$ cat config.mk
export PLATFORM = sky130hd
export DESIGN_NAME = vv_coin_sequencer
export DESIGN_NICKNAME = d
export VERILOG_FILES = /design/src/rtl/vv_coin_sequencer.sv
export SDC_FILE = /design/constraint.sdc
export NUM_CORES = 1
export LEC_CHECK = 0
export CAP_MARGIN = 20
export CORE_MARGIN = 2
export CORE_UTILIZATION = 45
export CTS_CLUSTER_DIAMETER = 40
export CTS_CLUSTER_SIZE = 28
export DETAILED_ROUTE_END_ITERATION = 7
export PLACE_DENSITY_LB_ADDON = 0.12
export SLEW_MARGIN = 20
export SYNTH_ARGS = -nofsm -noshare
export SYNTH_HDL_FRONTEND = slang
export SYNTH_SLANG_ARGS = --single-unit
$ cat constraint.sdc
create_clock -name CLK -period 1.8 [get_ports CLK]
set_input_delay 0.54 -clock CLK [delete_from_list [all_inputs] [get_ports CLK]]
set_output_delay 0.54 -clock CLK [all_outputs]
set_load 0.01 [all_outputs]
$ cat src/rtl/vv_coin_sequencer.sv
// -----------------------------------------------------------------------------
// vv_coin_sequencer
//
// Converts start/coin button presses into timed coin and start pulses for the
// game core. A player-1 start becomes one coin pulse, then a start-1 pulse.
// A player-2 start becomes two coin pulses, then a start-2 pulse. A dedicated
// coin press becomes one coin pulse with no start. All pulse and gap lengths
// are counted in video frames (VBLANK rising edges).
//
// Ports:
//   CLK         system clock
//   RESET_N     asynchronous active-low reset
//   ENA         clock enable; all state advances only when high
//   VBLANK      vertical blank; its rising edge is the frame tick
//   START1_REQ  player-1 start button level
//   START2_REQ  player-2 start button level
//   COIN_REQ    dedicated coin button level
//   COIN        coin line to the core (active-high, registered)
//   START1      player-1 start line (active-high, registered)
//   START2      player-2 start line (active-high, registered)
//   BUSY        high whenever a sequence is in progress
// -----------------------------------------------------------------------------
module vv_coin_sequencer #(
  parameter int COIN_FRAMES  = 4,
  parameter int GAP_FRAMES   = 4,
  parameter int START_FRAMES = 4,
  parameter int CNT_W        = 4
) (
  input  logic CLK,
  input  logic RESET_N,
  input  logic ENA,
  input  logic VBLANK,
  input  logic START1_REQ,
  input  logic START2_REQ,
  input  logic COIN_REQ,
  output logic COIN,
  output logic START1,
  output logic START2,
  output logic BUSY
);

  typedef enum logic [1:0] {
    ST_IDLE,
    ST_COIN_ON,
    ST_COIN_GAP,
    ST_START_ON
  } state_t;

  typedef enum logic [1:0] {
    SEL_NONE,
    SEL_P1,
    SEL_P2
  } sel_t;

  localparam logic [CNT_W-1:0] COIN_LIM  = CNT_W'(COIN_FRAMES);
  localparam logic [CNT_W-1:0] GAP_LIM   = CNT_W'(GAP_FRAMES);
  localparam logic [CNT_W-1:0] START_LIM = CNT_W'(START_FRAMES);

  // Input bit order: 0 = VBLANK, 1 = START1, 2 = START2, 3 = COIN
  logic [3:0] in_sync_q;
  logic [3:0] in_prev_q;
  logic [3:0] in_rise;

  state_t           state_q, state_d;
  sel_t             sel_q, sel_d;
  logic [1:0]       coins_q, coins_d;
  logic [CNT_W-1:0] cnt_q, cnt_d;
  logic [CNT_W-1:0] cnt_inc;
  logic             pend1_q, pend1_d;
  logic             pend2_q, pend2_d;
  logic             coin_q, start1_q, start2_q, busy_q;
  logic             tick;

  assign in_rise = in_sync_q & ~in_prev_q;
  assign tick    = in_rise[0];
  assign cnt_inc = cnt_q + CNT_W'(1);

  always_comb begin
    state_d = state_q;
    sel_d   = sel_q;
    coins_d = coins_q;
    cnt_d   = cnt_q;
    // Start presses latch in any state; a repeat press while pending is absorbed.
    pend1_d = pend1_q | in_rise[1];
    pend2_d = pend2_q | in_rise[2];

    case (state_q)
      ST_IDLE: begin
        // pend*_d already includes a same-cycle start edge, so it launches now.
        if (pend1_d) begin
          pend1_d = 1'b0;
          coins_d = 2'd1;
          sel_d   = SEL_P1;
          state_d = ST_COIN_ON;
          cnt_d   = '0;
        end else if (pend2_d) begin
          pend2_d = 1'b0;
          coins_d = 2'd2;
          sel_d   = SEL_P2;
          state_d = ST_COIN_ON;
          cnt_d   = '0;
        end else if (in_rise[3]) begin
          coins_d = 2'd1;
          sel_d   = SEL_NONE;
          state_d = ST_COIN_ON;
          cnt_d   = '0;
        end
      end

      ST_COIN_ON: begin
        if (tick) begin
          if (cnt_inc == COIN_LIM) begin
            state_d = ST_COIN_GAP;
            coins_d = coins_q - 2'd1;
            cnt_d   = '0;
          end else begin
            cnt_d = cnt_inc;
          end
        end
      end

      ST_COIN_GAP: begin
        if (tick) begin
          if (cnt_inc == GAP_LIM) begin
            cnt_d = '0;
            if (coins_q != 2'd0) begin
              state_d = ST_COIN_ON;
            end else if (sel_q == SEL_NONE) begin
              state_d = ST_IDLE;
            end else begin
              state_d = ST_START_ON;
            end
          end else begin
            cnt_d = cnt_inc;
          end
        end
      end

      ST_START_ON: begin
        if (tick) begin
          if (cnt_inc == START_LIM) begin
            state_d = ST_IDLE;
            cnt_d   = '0;
          end else begin
            cnt_d = cnt_inc;
          end
        end
      end

      default: begin
        state_d = ST_IDLE;
        cnt_d   = '0;
      end
    endcase
  end

  always_ff @(posedge CLK or negedge RESET_N) begin
    if (!RESET_N) begin
      in_sync_q <= '0;
      in_prev_q <= '0;
      state_q   <= ST_IDLE;
      sel_q     <= SEL_NONE;
      coins_q   <= '0;
      cnt_q     <= '0;
      pend1_q   <= 1'b0;
      pend2_q   <= 1'b0;
      coin_q    <= 1'b0;
      start1_q  <= 1'b0;
      start2_q  <= 1'b0;
      busy_q    <= 1'b0;
    end else if (ENA) begin
      in_sync_q <= {COIN_REQ, START2_REQ, START1_REQ, VBLANK};
      in_prev_q <= in_sync_q;
      state_q   <= state_d;
      sel_q     <= sel_d;
      coins_q   <= coins_d;
      cnt_q     <= cnt_d;
      pend1_q   <= pend1_d;
      pend2_q   <= pend2_d;
      // Outputs decode the next state so they line up with the state register.
      coin_q    <= (state_d == ST_COIN_ON);
      start1_q  <= (state_d == ST_START_ON) && (sel_d == SEL_P1);
      start2_q  <= (state_d == ST_START_ON) && (sel_d == SEL_P2);
      busy_q    <= (state_d != ST_IDLE);
    end
  end

  assign COIN   = coin_q;
  assign START1 = start1_q;
  assign START2 = start2_q;
  assign BUSY   = busy_q;

endmodule

==> key figures <==
Floorplan
  – Chip Width: 58.0 um
  – Die height: 58.0 um
  – Die footprint: 3370 um^2
  – # IOs: 11
  – FP Rows: 19
  – Core Box Area: 2760 um^2
  – Starting Density: 47.6%

CTS
  – Root buffer cell: clkbuf_4
  – Clock transition at path regs: 0.14 ns
  – Clk sinks: 24
  – Worst-Skew Late Latency: 0.33 ns
  – Number of buffers created by CTS: 3
  – Clock Path Buffers: 2
  – TritonCTS clock tree: done
  – H-tree depth: 1

Synth
  – Unique masters post-synth: 43
  – YS warnings: 0
  – FFs w/ async S/R, synth: 100%
  – Flop and latch count out of synthesis: 24
  – Synth cell count leaders: dfrtp_1, nor2_1, mux2_2, nand2_1, inv_1
  – Complex-gate fraction of the synthesized area: 21.1%
  – Post-synthesis area per instance: 10.5 um^2
  – Ys flop type: dfrtp_1
  – Xor/xnor share of the synthesized area: 0%
  – Number of synthesized flops with an enable pin: 0
  – Post-Synth Adder-Cell Area: 2.86%
  – Syn_nets: 135
  – Cell area after synthesis: 1310 um^2
  – Synth top area share: 45.7%
  – Post-synthesis mux area share: 9.33%
  – Post-synthesis sequential area ratio: 45.7%
  – Fraction of the mapped netlist area in simple logic gates: 18.1%
  – Area leader, netlist: dfrtp_1
  – Top-count cell post-synth: dfrtp_1
  – Mapped Cells: 125
  – Main combinational cell family by area after synthesis: compound AO/OA/AOI/OAI gates
  – Synth area leaders: dfrtp_1, mux2_2, ha_1

Critical path
  – Worst path required time: 2.02 ns
  – Worst-path fanout max: 4
  – Internal reg-to-reg setup slack: -0.05 ns
  – Buf+Inv Stages, Crit Path: 0
  – Crit path DAT: 2.07 ns
  – Crit-path leading delay family: flip-flops
  – Largest stage delay, worst path: 0.45 ns
  – Critical path cell sequence: ha_2 > nand2b_4 > o211ai_4 > and3_4 > o2111ai_4 > mux2_4
  – Worst path slowest cell: dfrtp_1
  – CP Capture Type: flip-flop
  – Worst Path Class, Setup: reg2reg
  – Worst setup SP type: flip-flop

STA
  – Final slew viol count: 0
  – Minimum clock period: 1.85 ns
  – Worst slew pin tran: 0.423 ns
  – RSZ-0062 raised after global routing: yes
  – Setup violators final: 6
  – Final critical-path share of the clock period: 103%
  – Final setup margin: -0.0485 ns
  – Clock skew: 0.0110 ns
  – Final Hold Viols: 0
  – Sum Neg Setup Slack: -0.203 ns
  – Max-slew headroom: 71.7%
  – Maximum clock rate: 541 MHz

Flow run
  – Max_cap viols: 0

Routing
  – Detailed Routing Iterations Pass 1: 4
  – 1st-iter DRT viols: 43
  – Routed wire length: 2.76 mm
  – Via-to-Cell Ratio: 5.71
  – Routed met2 length: 1.32 mm
  – Post-DRT Antenna Nets: 0
  – Post-route DRC: 0
  – Wire per inst: 14.9 um
  – Top layer in use: met4
  – Metal-1 WL: 1.27 mm
  – WL met3: 105 um
  – Total number of vias: 1,057

GRT
  – Initial antenna violation count: 0
  – Global route overflow: 0
  – Pin count of the biggest net entering global routing: 25
  – Vias in the first global route: 1,033
  – First-pass GRT wire length: 4.56 mm
  – GRT Overall Usage: 18.0%

Final layout
  – Fill count: 230
  – Nets@finish: 165
  – Layout cell share with drive strength beyond 1: 32.5%
  – Layout area overhead: 27.3%
  – Antenna cells: 0

Pwr
  – PnR Total Power: 0.00222 W
  – PD cells: 1330 nW/um^2
  – Leakage: 0.686 nW
  – Largest vdd supply drop: 0.863 mV

Place
  – Detailed placer's ending HPWL: 1.94 mm
  – Number of port buffers: 10
  – GPL Wtd Cong: 0.879
  – Setup WS pre-CTS: -0.0565 ns

Run status
  – Outcome: finished with violations
  – Violated checks: setup timing

Worst hold path
  – Class of the worst hold path: reg2reg
report_power, final:
part           switching [W]  internal (W)
clock               0.000173      0.000124
combinational       0.000514      0.000551
sequential          0.000154      0.000700
cells by family (layout without fill, tap and decap cells):
group / after synthesis / in the layout
multiplexers: 11 / 11
flip-flops: 24 / 24
buffers and inverters: 10 / 39
AND/OR/NAND/NOR: 42 / 42
AO/OA/AOI/OAI: 35 / 35
adder cells (fa/ha/maj): 3 / 3
area by class of cell:
class	instances	area, um^2	share of cell area [%]
Sequential cell	24	601	35.9
Inverter	7	26.3	1.57
Multi-Input combinational cell	91	734	43.9
Clock buffer	4	36.3	2.17
Tap cell	31	38.8	2.32
Timing Repair Buffer	28	236	14.1
path summary, 6_finish.rpt:
| kind | from | to | cells past startpoint |
|---|---|---|---|
| worst max register to register | cnt_q[1] | coins_q[1] | 6 |
| min in group asynchronous | RESET_N | coins_q[0] | 2 |
| worst min-delay path | START1 | START1 | 2 |
| worst max-delay path | cnt_q[1] | coins_q[1] | 6 |
| worst min register to register | START1 | START1 | 2 |
| max in group asynchronous | RESET_N | pend1_q | 2 |
tightest hold or removal path, stage by stage, from the launching register on:
cell and delay [ns]:
dfrtp_1 0.38, nand2b_1 0.07, o41ai_2 0.05
timing repair:
| action | in CTS | in global routing |
|---|---|---|
| pin swaps | 3 | 3 |
| setup buffers | 1 | 2 |
| resized for setup | 5 | 5 |
| endpoints found under the setup margin | 8 | 10 |
| hold buffers | 0 | 0 |
layer usage:
| metal | up-vias | global-route usage, % |
|---|---|---|
| li1 | 520 | - |
| met2 | 25 | 29.9 |
| met1 | 507 | 23.1 |
| met3 | 5 | 2.01 |
| met5 | - | 0 |
| met4 | 0 | 9.30 |
layout by cell type (no fill, tap or decap), drive strengths merged, types with 2 or more instances in the layout:
cell type      count
dfrtp             24
buf               18
nor2              10
mux2              10
nand2              8
clkdlybuf4s50      8
inv                7
a21oi              6
a31oi              6
o21ai              6
o211ai             5
nor2b              4
nor3               4
clkbuf             4
o21a               3
nand2b             3
ha                 3
and3               2
nand3              2
nand4              2
nor3b              2
per-stage QoR:
stage                     cells  hold slack, ns  area [um^2]  util (%)
after global routing        185           0.552         1670      60.7
after CTS                   183           0.525         1630      59.2
final                       185           0.519         1670      60.7
after global placement      178           0.478         1560      56.7
after floorplan             125           0.244         1320         -
after detailed placement    178           0.486         1560      56.7
state kept, by name (all words and copies together), names as in the netlist:
name and cells:
cnt_q 4, in_prev_q 4, in_sync_q 4, coins_q 2, sel_q 2, state_q 2
BUSY 1, COIN 1, START1 1, START2 1, pend1_q 1, pend2_q 1
Note: power is estimated with default switching activity, not from simulation.
